--- config.mk ---
export PLATFORM = sky130hd
export DESIGN_NAME = uart_receiver_flat
export DESIGN_NICKNAME = d
export VERILOG_FILES = /design/src/rtl/uart_pkg.sv /design/src/rtl/uart_receiver_if.sv /design/src/rtl/uart_receiver.sv /design/src/flat_wrapper.sv
export SDC_FILE = /design/constraint.sdc
export NUM_CORES = 1
export LEC_CHECK = 0
export ABC_AREA = 1
export BUFFER_PORTS_ARGS = -buffer_cell sky130_fd_sc_hd__buf_2
export CORE_ASPECT_RATIO = 0.5
export CORE_MARGIN = 4
export CORE_UTILIZATION = 51
export DETAILED_ROUTE_END_ITERATION = 12
export GPL_TIMING_DRIVEN = 0
export PLACE_DENSITY_LB_ADDON = 0.3
export SYNTH_ARGS = -nofsm -noshare
export SYNTH_HDL_FRONTEND = slang
export SYNTH_SLANG_ARGS = --single-unit
--- constraint.sdc ---
create_clock -name Clk -period 1.4 [get_ports Clk]
set_input_delay 0.07 -clock Clk [delete_from_list [all_inputs] [get_ports Clk]]
set_output_delay 0.07 -clock Clk [all_outputs]
set_load 0.01 [all_outputs]
--- src/rtl/uart_pkg.sv ---
// Shared UART definitions: bit-period derivation and FSM state encodings
// for the receive and transmit sides.
package uart_pkg;

    localparam int unsigned DEF_CLK_FREQ = 50_000_000;
    localparam int unsigned DEF_BAUD     = 115200;
    localparam int unsigned DATA_BITS    = 8;

    // Clocks per bit period, integer-truncated (434 at the defaults).
    function automatic int unsigned clks_per_bit(input int unsigned clk_freq,
                                                 input int unsigned baud);
        return clk_freq / baud;
    endfunction

    typedef enum logic [1:0] {
        RX_IDLE,
        RX_START,
        RX_DATA,
        RX_STOP
    } rx_state_t;

    typedef enum logic [1:0] {
        TX_IDLE,
        TX_START,
        TX_DATA,
        TX_STOP
    } tx_state_t;

endpackage

--- src/rtl/uart_receiver_if.sv ---
// Serial line in, received byte and completion pulse out.
interface uart_receiver_if;
    import uart_pkg::*;

    logic                 Rx_i;
    logic                 Rx_o_fDone;
    logic [DATA_BITS-1:0] Rx_o_Data;

    modport master (output Rx_i, input Rx_o_fDone, input Rx_o_Data);
    modport slave  (input Rx_i, output Rx_o_fDone, output Rx_o_Data);

endinterface

--- src/rtl/uart_receiver.sv ---
// 8N1 UART receiver: 2-flop synchroniser, mid-bit sampling, one-cycle done
// pulse per valid frame; framing errors are dropped silently.
module uart_receiver
    import uart_pkg::*;
#(
    parameter int unsigned CLK_FREQ     = DEF_CLK_FREQ,
    parameter int unsigned BAUD         = DEF_BAUD,
    parameter int unsigned CLKS_PER_BIT = clks_per_bit(CLK_FREQ, BAUD)
) (
    input logic           Clk,
    input logic           Rst,
    uart_receiver_if.slave rx
);

    localparam int unsigned TW = (CLKS_PER_BIT > 2) ? $clog2(CLKS_PER_BIT) : 1;
    localparam logic [TW-1:0] HALF = TW'(CLKS_PER_BIT / 2);
    localparam logic [TW-1:0] LAST = TW'(CLKS_PER_BIT - 1);

    rx_state_t            state;
    logic [1:0]           sync;
    logic [TW-1:0]        timer;
    logic [2:0]           idx;
    logic [DATA_BITS-1:0] shift;
    logic [DATA_BITS-1:0] data_q;
    logic                 done_q;
    logic                 armed;
    logic                 rx_s;

    assign rx_s          = sync[1];
    assign rx.Rx_o_fDone = done_q;
    assign rx.Rx_o_Data  = data_q;

    // armed drops after a framing error or reset so a start is only taken
    // after the line has been seen high again.
    always_ff @(posedge Clk) begin
        if (Rst) begin
            sync   <= 2'b11;
            state  <= RX_IDLE;
            timer  <= '0;
            idx    <= '0;
            shift  <= '0;
            data_q <= '0;
            done_q <= 1'b0;
            armed  <= 1'b0;
        end else begin
            sync   <= {sync[0], rx.Rx_i};
            done_q <= 1'b0;
            case (state)
                RX_IDLE: begin
                    if (!armed) begin
                        armed <= rx_s;
                    end else if (!rx_s) begin
                        timer <= '0;
                        state <= RX_START;
                    end
                end
                RX_START: begin
                    if (timer == HALF) begin
                        timer <= '0;
                        idx   <= '0;
                        state <= rx_s ? RX_IDLE : RX_DATA;
                    end else begin
                        timer <= timer + TW'(1);
                    end
                end
                RX_DATA: begin
                    if (timer == LAST) begin
                        timer      <= '0;
                        shift[idx] <= rx_s;
                        idx        <= idx + 3'd1;
                        if (idx == 3'd7) begin
                            state <= RX_STOP;
                        end
                    end else begin
                        timer <= timer + TW'(1);
                    end
                end
                RX_STOP: begin
                    if (timer == LAST) begin
                        timer <= '0;
                        state <= RX_IDLE;
                        if (rx_s) begin
                            data_q <= shift;
                            done_q <= 1'b1;
                        end else begin
                            armed <= 1'b0;
                        end
                    end else begin
                        timer <= timer + TW'(1);
                    end
                end
                default: state <= RX_IDLE;
            endcase
        end
    end

endmodule

--- src/flat_wrapper.sv ---
// flat-port wrapper written by rule: the top's interface ports become plain ports
module uart_receiver_flat import uart_pkg::*;
#(
    parameter int unsigned CLK_FREQ     = DEF_CLK_FREQ,
    parameter int unsigned BAUD         = DEF_BAUD,
    parameter int unsigned CLKS_PER_BIT = clks_per_bit(CLK_FREQ, BAUD)
)
  (Clk, Rst, rx_Rx_i, rx_Rx_o_fDone, rx_Rx_o_Data);
  uart_receiver_if rx_i ();
  input logic Clk;
  input logic Rst;
  input wire logic [$bits(rx_i.Rx_i)-1:0] rx_Rx_i;
  output wire logic [$bits(rx_i.Rx_o_fDone)-1:0] rx_Rx_o_fDone;
  output wire logic [$bits(rx_i.Rx_o_Data)-1:0] rx_Rx_o_Data;
  assign rx_i.Rx_i = rx_Rx_i;
  assign rx_Rx_o_fDone = rx_i.Rx_o_fDone;
  assign rx_Rx_o_Data = rx_i.Rx_o_Data;
  uart_receiver #(.CLK_FREQ(CLK_FREQ), .BAUD(BAUD), .CLKS_PER_BIT(CLKS_PER_BIT)) u_core (.Clk(Clk), .Rst(Rst), .rx(rx_i));
endmodule
==> flow_summary.yaml, run 1 <==
global_route:
  total_gr_overflow: 0
  grt_max_degree: 11
  initial_antenna_violation_count: 0
  grt_pass1_vias: 1401
  grt_pass1_wl_mm: 6.26
  track_usage: 0.178
timing:
  achievable_freq_ghz: 0.693
  finalCriticalPeriod_ns: 1.44
  setup-violations-final: 8
  worst_slew_margin_rel: 0.682
  grt_setup_unrepaired: "true"
  timing_hold_violations_final: 0
  post-route-period-util: 1.03
  timing.clock.skew_ns: 0.00391
  worst_pin_slew_ns: 0.478
  post-route-worst-setup-slack_ns: -0.0432
  maxSlewViolCount: 0
drt:
  finalWirelength_mm: 4.27
  detail_route.wl_per_cell_um: 13.8
  drc_violation_count_after_routing: 0
  antenna_left: 0
  drt-vias-per-instance: 5.37
  drt_pass1_iterations: 4
  dr_total_vias: 1658
  initialDrtViolationCount: 78
clock_tree:
  htree_levels: 2
  maximum_clock_path_buffer_count: 2
  clock_latency_ns: 0.29
  clock_tree_sinks: 34
  cts_buffers: 5
  clk_pin_slew_worst_paths_ns: 0.06
  tritoncts: "built"
  clock_tree.root_cell: "clkbuf_8"
critical_path:
  critical_path_arrival_ns: 1.61
  worst_setup_path_end_kind: "flop"
  setup.worst_path.start_class: "flop"
  timing.critical_path.fanout_max: 7
  ff2ff_path_depth: 11
  ff2ff_setup_slack_ns: -0.04
  start_of_the_worst_register_to_register_path: "u_core.timer[1]"
  crit_required_ns: 1.56
  worst-setup-path-type: "flop to flop"
  critical_path.reg2reg.endpoint: "u_core.timer[7]"
worst_hold_path:
  worst_hold_startpoint: "Rst"
  hold-path-endpoint: "u_core.timer[1]"
  hold_path_depth: 2
  path_type_of_the_worst_min_delay_path: "input pin to flop"
floorplan:
  floorplan.core_area_um2: 3120
  floorplan.die_area_um2: 4450
  design.portCount: 12
  total_number_of_placement_rows: 14
  die_h_um: 49.2
  chipWidth_um: 90.5
  initial_core_util: 0.556
yosys:
  syn_area_per_cell_um2: 7.35
  syn_inst: 236
  mappedNetlistArea_um2: 1730
  yosysTopAreaCellShare: 0.392
  ys_async_sr_fraction: 0
  synth_largest_area_cell: "dfxtp_1"
  ys_top_cells_by_area: "dfxtp_1 39%, nand2_1 8.9%, nor2_1 7.8%"
  yosys.cell_count.top_type: "nand2_1"
  yosys_most_used_dff: "dfxtp_1"
  synth_edf_count: 0
  synth.distinct_cells: 29
  postSynthNetCount: 248
  ys_ff_latch: 34
  synth.top_cells.by_count: "41 x nand2_1, 36 x nor2_1, 34 x dfxtp_1, 32 x inv_1, 12 x o21ai_0"
  synth-seq-area-share: 0.392
  yosysWarningCount: 0
run_status:
  outcome: "complete, but fails checks"
  violations_in_the_final_reports: "setup timing"
cells_and_area:
  fraction_of_layout_instances_using_a_drive_strength_above_1: 0.361
  nets: 281
  area_growth_pct: 30.2
  fillCellCount: 220
  finish.utilization: 0.724
  number_of_inserted_diodes: 0
placed_design:
  place.gp.congestion: 0.862
  detailedPlace.worstSlack_ns: -0.290
  numPortBuffers: 11
  place_hpwl_mm: 2.56
power:
  report.power.total_w: 0.00275
  p_leak_nw: 0.978
  pwr_dens_nw_per_um2: 1220
  irDropWorstVdd_mv: 0.464
job:
  maxCapViolCount: 0
## registers in the layout (all words and copies together), names as in the netlist, named ones only
register              cells
u_core.armed              1
u_core.idx                3
u_core.rx.Rx_o_Data       8
u_core.rx.Rx_o_fDone      1
u_core.shift              8
u_core.state              1
u_core.sync               2
u_core.timer              9
## layer usage
| layer | vias to the layer above | routed length, um | track usage |
|---|---|---|---|
| met4 | 0 | 78 | 0.0863 |
| met1 | 772 | 1920 | 0.222 |
| met2 | 58 | 2050 | 0.282 |
| met3 | 9 | 226 | 0.0524 |
| met5 | - | 0 | 0 |
| li1 | 819 | - | - |
## cell type report
class                   instances  area, um^2  share of cell area
repair buffers                 26         186              0.0825
flip-flops and latches         34         699               0.310
clock inverters                 1        30.0              0.0133
clock buffers                   6        82.6              0.0366
multi-input cells             164        1060               0.468
well taps                      40        50.0              0.0222
plain buffers                   3        12.5             0.00554
inverters                      35         141              0.0626
## power breakdown
part / switching, W / leakage (nW) / internal [W]
Sequential: 0.0000541 / 0.280 / 0.00101
Clock: 0.000341 / 0.0573 / 0.000569
Combinational: 0.000473 / 0.640 / 0.000296
## how the worst max path moves through the flow
stage / startpoint / to / slack (ns) / cells after the start
after CTS: u_core.timer[1] / u_core.rx.Rx_o_Data[4] / 0.001 / 9
final: u_core.timer[1] / u_core.timer[7] / -0.04 / 11
after global placement: u_core.state[0] / u_core.shift[2] / -0.19 / 7
after detailed placement: u_core.state[0] / u_core.shift[0] / -0.29 / 7
after global routing: u_core.timer[1] / u_core.timer[7] / -0.16 / 11
after floorplan: u_core.state[0] / flop / 0.03 / 8
## through the flow
step                      instances  TNS, ns  cell area [um^2]  hold slack (ns)
after floorplan                 236        0              1730            0.139
after global placement          287    -3.02              1840            0.251
after detailed placement        287    -4.10              1840            0.256
after CTS                       300        0              2110           0.0550
after global routing            309    -1.58              2260           0.0438
final                           309   -0.148              2260           0.0512
## worst max-delay path, cell delays in order, from the launching register on
cell	delay, ns
dfxtp_2	0.33
inv_2	0.06
ha_4	0.16
nand2_4	0.06
nor2_1	0.11
nand2_1	0.11
nand2_4	0.12
nand2_4	0.07
nand2_2	0.06
nand2_2	0.06
nand2_4	0.10
a21oi_1	0.06
## cell usage in the layout, fill, tap and decap left out, types with 2 or more instances in the layout
cell,netlist,layout
clkbuf_1,2,2
dfxtp_4,0,3
nand2_2,7,7
o21ai_2,0,2
nand4_1,9,9
ha_1,9,6
nor3_4,1,2
nand2_4,1,9
nor2_2,1,3
clkbuf_8,0,6
a21oi_1,8,7
dfxtp_2,0,6
inv_1,32,23
nor2_4,1,5
inv_4,0,2
or2_2,2,2
o21ai_1,8,9
nand2_1,41,33
nor2_1,36,30
o21ai_0,12,9
inv_2,2,9
nand3_1,6,6
buf_2,1,12
xor2_1,3,3
dfxtp_1,34,25
buf_4,0,12
nor3_1,6,6
a21oi_2,7,8
ha_4,0,2
## logic make-up (layout without fill, tap and decap cells)
group,count (synthesis),count (layout),synth area share
AND/OR/NAND/NOR,116,116,0.323
adder cells (fa/ha/maj),9,9,0.0649
buffers and inverters,38,71,0.0837
AO/OA/AOI/OAI,36,36,0.120
XOR/XNOR,3,3,0.0152
flip-flops,34,34,0.392
## timing repair
item / in CTS / in global routing
buffers inserted: 5 / 9
hold buffers: 1 / 0
resized for setup: 32 / 32
pin swaps: 10 / 18
setup endpoints to repair: 31 / 29
hold endpoints to repair: 1 / 0
(Power assumes the default switching activity.)
==> inputs of run 2 (changes only) <==
- ABC_AREA: 1 -> default
==> flow_summary.yaml, run 2 <==
timing:
  post-route-worst-setup-slack_ns: -0.335
  timing_hold_violations_final: 0
  worst_slew_margin_rel: 0.670
  setup-violations-final: 31
  post-route-period-util: 1.24
  finalCriticalPeriod_ns: 1.74
  grt_setup_unrepaired: "true"
  achievable_freq_ghz: 0.576
  maxSlewViolCount: 0
  timing.clock.skew_ns: 0.00807
  worst_pin_slew_ns: 0.495
  finalSetupTns_ns: -7.10
global_route:
  track_usage: 0.182
  initial_antenna_violation_count: 0
  grt_pass1_vias: 1220
  grt_max_degree: 13
  total_gr_overflow: 0
  grt_pass1_wl_mm: 5.59
yosys:
  synth-seq-area-share: 0.420
  postSynthNetCount: 186
  ys_top_cells_by_area: "dfxtp_1 42%, mux2i_1 11%, nor2_1 7.4%"
  yosys.cell_count.top_type: "dfxtp_1"
  ys_ff_latch: 34
  syn_area_per_cell_um2: 9.30
  mappedNetlistArea_um2: 1620
  syn_inst: 174
  yosys_most_used_dff: "dfxtp_1"
  synth_largest_area_cell: "dfxtp_1"
  ys_async_sr_fraction: 0
  synth_edf_count: 0
  yosysWarningCount: 0
  yosysTopAreaCellShare: 0.420
  synth.top_cells.by_count: "34 x dfxtp_1, 32 x nor2_1, 17 x mux2i_1, 10 x inv_1"
  synth.distinct_cells: 41
clock_tree:
  cts_buffers: 5
  clock_tree.root_cell: "clkbuf_8"
  clk_pin_slew_worst_paths_ns: 0.07
  clock_tree_sinks: 34
  tritoncts: "built"
  htree_levels: 2
  maximum_clock_path_buffer_count: 2
  clock_latency_ns: 0.29
critical_path:
  worst-setup-path-type: "flop to flop"
  cp_cell_sequence: "inv_2 > ha_4 > and3b_2 > a31o_2 > o22ai_2 > nand4b_1 > a31oi_1"
  timing.critical_path.fanout_max: 5
  ff2ff_path_depth: 7
  ff2ff_setup_slack_ns: -0.34
  critPathBufInv: 1
  cp-startpoint: "u_core.timer[1]"
  critical_path_arrival_ns: 1.95
  crit_cells: 7
  start_of_the_worst_register_to_register_path: "u_core.timer[1]"
  setup.worst_path.start_class: "flop"
  cp_top_family: "compound AO/OA/AOI/OAI gates"
  crit_required_ns: 1.62
  critical_path.reg2reg.endpoint: "u_core.timer[2]"
  crit_path_top_delay_cell: "dfxtp_2"
  max_stage_delay_ns: 0.34
  worst_setup_path_end_kind: "flop"
  critical_path.endpoint: "u_core.timer[2]"
worst_hold_path:
  path_type_of_the_worst_min_delay_path: "input pin to flop"
  worst_hold_startpoint: "Rst"
floorplan:
  total_number_of_placement_rows: 14
  die_h_um: 47.8
  chipWidth_um: 87.7
  floorplan.core_area_um2: 3010
  initial_core_util: 0.537
  design.portCount: 12
  floorplan.die_area_um2: 4190
cells_and_area:
  nets: 213
  register_bank_with_the_most_flops: "u_core.timer"
  fillCellCount: 223
  layout.cells.most_common: "nor2_1"
  finish.utilization: 0.709
  final_area_um2: 2140
  largest_register_ffs: 9
  most-common-layout-cells: "32 x nor2_1, 29 x dfxtp_1, 17 x mux2i_1"
  area_growth_pct: 31.9
  fraction_of_layout_instances_using_a_drive_strength_above_1: 0.347
  number_of_inserted_diodes: 0
drt:
  finalWirelength_mm: 3.47
  initialDrtViolationCount: 86
  antenna_left: 0
  detail_route.wl_per_cell_um: 14.3
  drt_pass1_iterations: 4
  dr_total_vias: 1322
  drt-vias-per-instance: 5.46
  drc_violation_count_after_routing: 0
power:
  pwr_dens_nw_per_um2: 1090
  irDropWorstVdd_mv: 0.704
  p_leak_nw: 0.859
placed_design:
  place.gp.congestion: 0.825
  place_hpwl_mm: 2.11
  placedInstanceArea_um2: 1770
  numPortBuffers: 10
run_status:
  violations_in_the_final_reports: "setup timing"
  outcome: "complete, but fails checks"
job:
  maxCapViolCount: 0
[run 2: changes by cell type in the layout (fill, tap and decap cells not counted), moves of 7 or more]
cell     before  now
nand2_2       7    0
o21ai_0       9    0
inv_1        23    7
mux2i_1       0   17
buf_4        12    4
o21ai_1       9    1
nand2_4       9    0
nand2_1      33    9
[run 2: worst reg2reg max path, delay by kind of cell (launching register included)]
family / cells / cell delay, ns
flops: 1 / 0.34
simple gates: 2 / 0.37
fa+ha+maj: 1 / 0.14
compound gates: 3 / 0.76
buf+inv: 1 / 0.05
[run 2: metal layers]
layer | track usage | share of wire
met1 | 0.225 | 0.47
met2 | 0.299 | 0.48
met4 | 0.0856 | 0.016
met3 | 0.0550 | 0.033
met5 | 0 | 0
[run 2: how the worst min path moves through the flow]
stage | end | slack (ns) | depth (start not counted)
after detailed placement | u_core.sync[0] | 0.26 | 2
after global placement | u_core.sync[0] | 0.25 | 2
after global routing | u_core.idx[1] | 0.23 | 2
after floorplan | u_core.sync[0] | 0.17 | 1
after CTS | u_core.idx[1] | 0.16 | 2
final | u_core.idx[1] | 0.19 | 2
[run 2: what timing repair did]
item                       4_1_cts  5_1_grt
hold buffers                     1        0
setup endpoints to repair       31       31
hold endpoints to repair         1        0
setup buffers                    9        1
pin swaps                        7        7
gates resized for setup         20       14
[run 2: final cells by class]
type,instances,area (um^2),share of cell area
Buffer,4,16.3,0.00762
Clock buffer,5,68.8,0.0322
Clock inverter,3,68.8,0.0322
Inverter,10,37.5,0.0176
Multi-Input combinational cell,125,1050,0.490
Sequential cell,34,689,0.323
Tap cell,40,50.0,0.0234
Timing Repair Buffer,21,158,0.0738
[run 2: metrics by stage]
| stage | setup WS, ns | cells | total power (W) | hold WS [ns] |
|---|---|---|---|---|
| 6_report | -0.335 | 242 | 0.00234 | 0.194 |
| 5_1_grt | -0.380 | 242 | 0.00242 | 0.227 |
| 4_1_cts | -0.334 | 242 | 0.00230 | 0.162 |
| 3_5_place_dp | -0.486 | 224 | 0.00121 | 0.257 |
| 3_3_place_gp | -0.445 | 224 | 0.00120 | 0.255 |
| 2_1_floorplan | -0.289 | 174 | 0.00117 | 0.174 |
[run 2: where the power goes]
| part | internal (W) | switching, W | leakage [nW] |
|---|---|---|---|
| combinational | 0.000107 | 0.000141 | 0.513 |
| clock | 0.000713 | 0.000376 | 0.0683 |
| sequential | 0.000978 | 0.0000204 | 0.277 |
| total | 0.00180 | 0.000537 | 0.859 |
[run 2: cells by family (layout without fill, tap and decap cells)]
group,count (synthesis),count (layout),synth area share
and+or+nand+nor,73,73,0.231
DFF,34,34,0.420
AOI/OAI and AO/OA,20,20,0.101
muxes,17,17,0.105
buffers and inverters,15,43,0.0402
adders and majority gates,9,9,0.0696
xor gates and xnor gates,6,6,0.0325
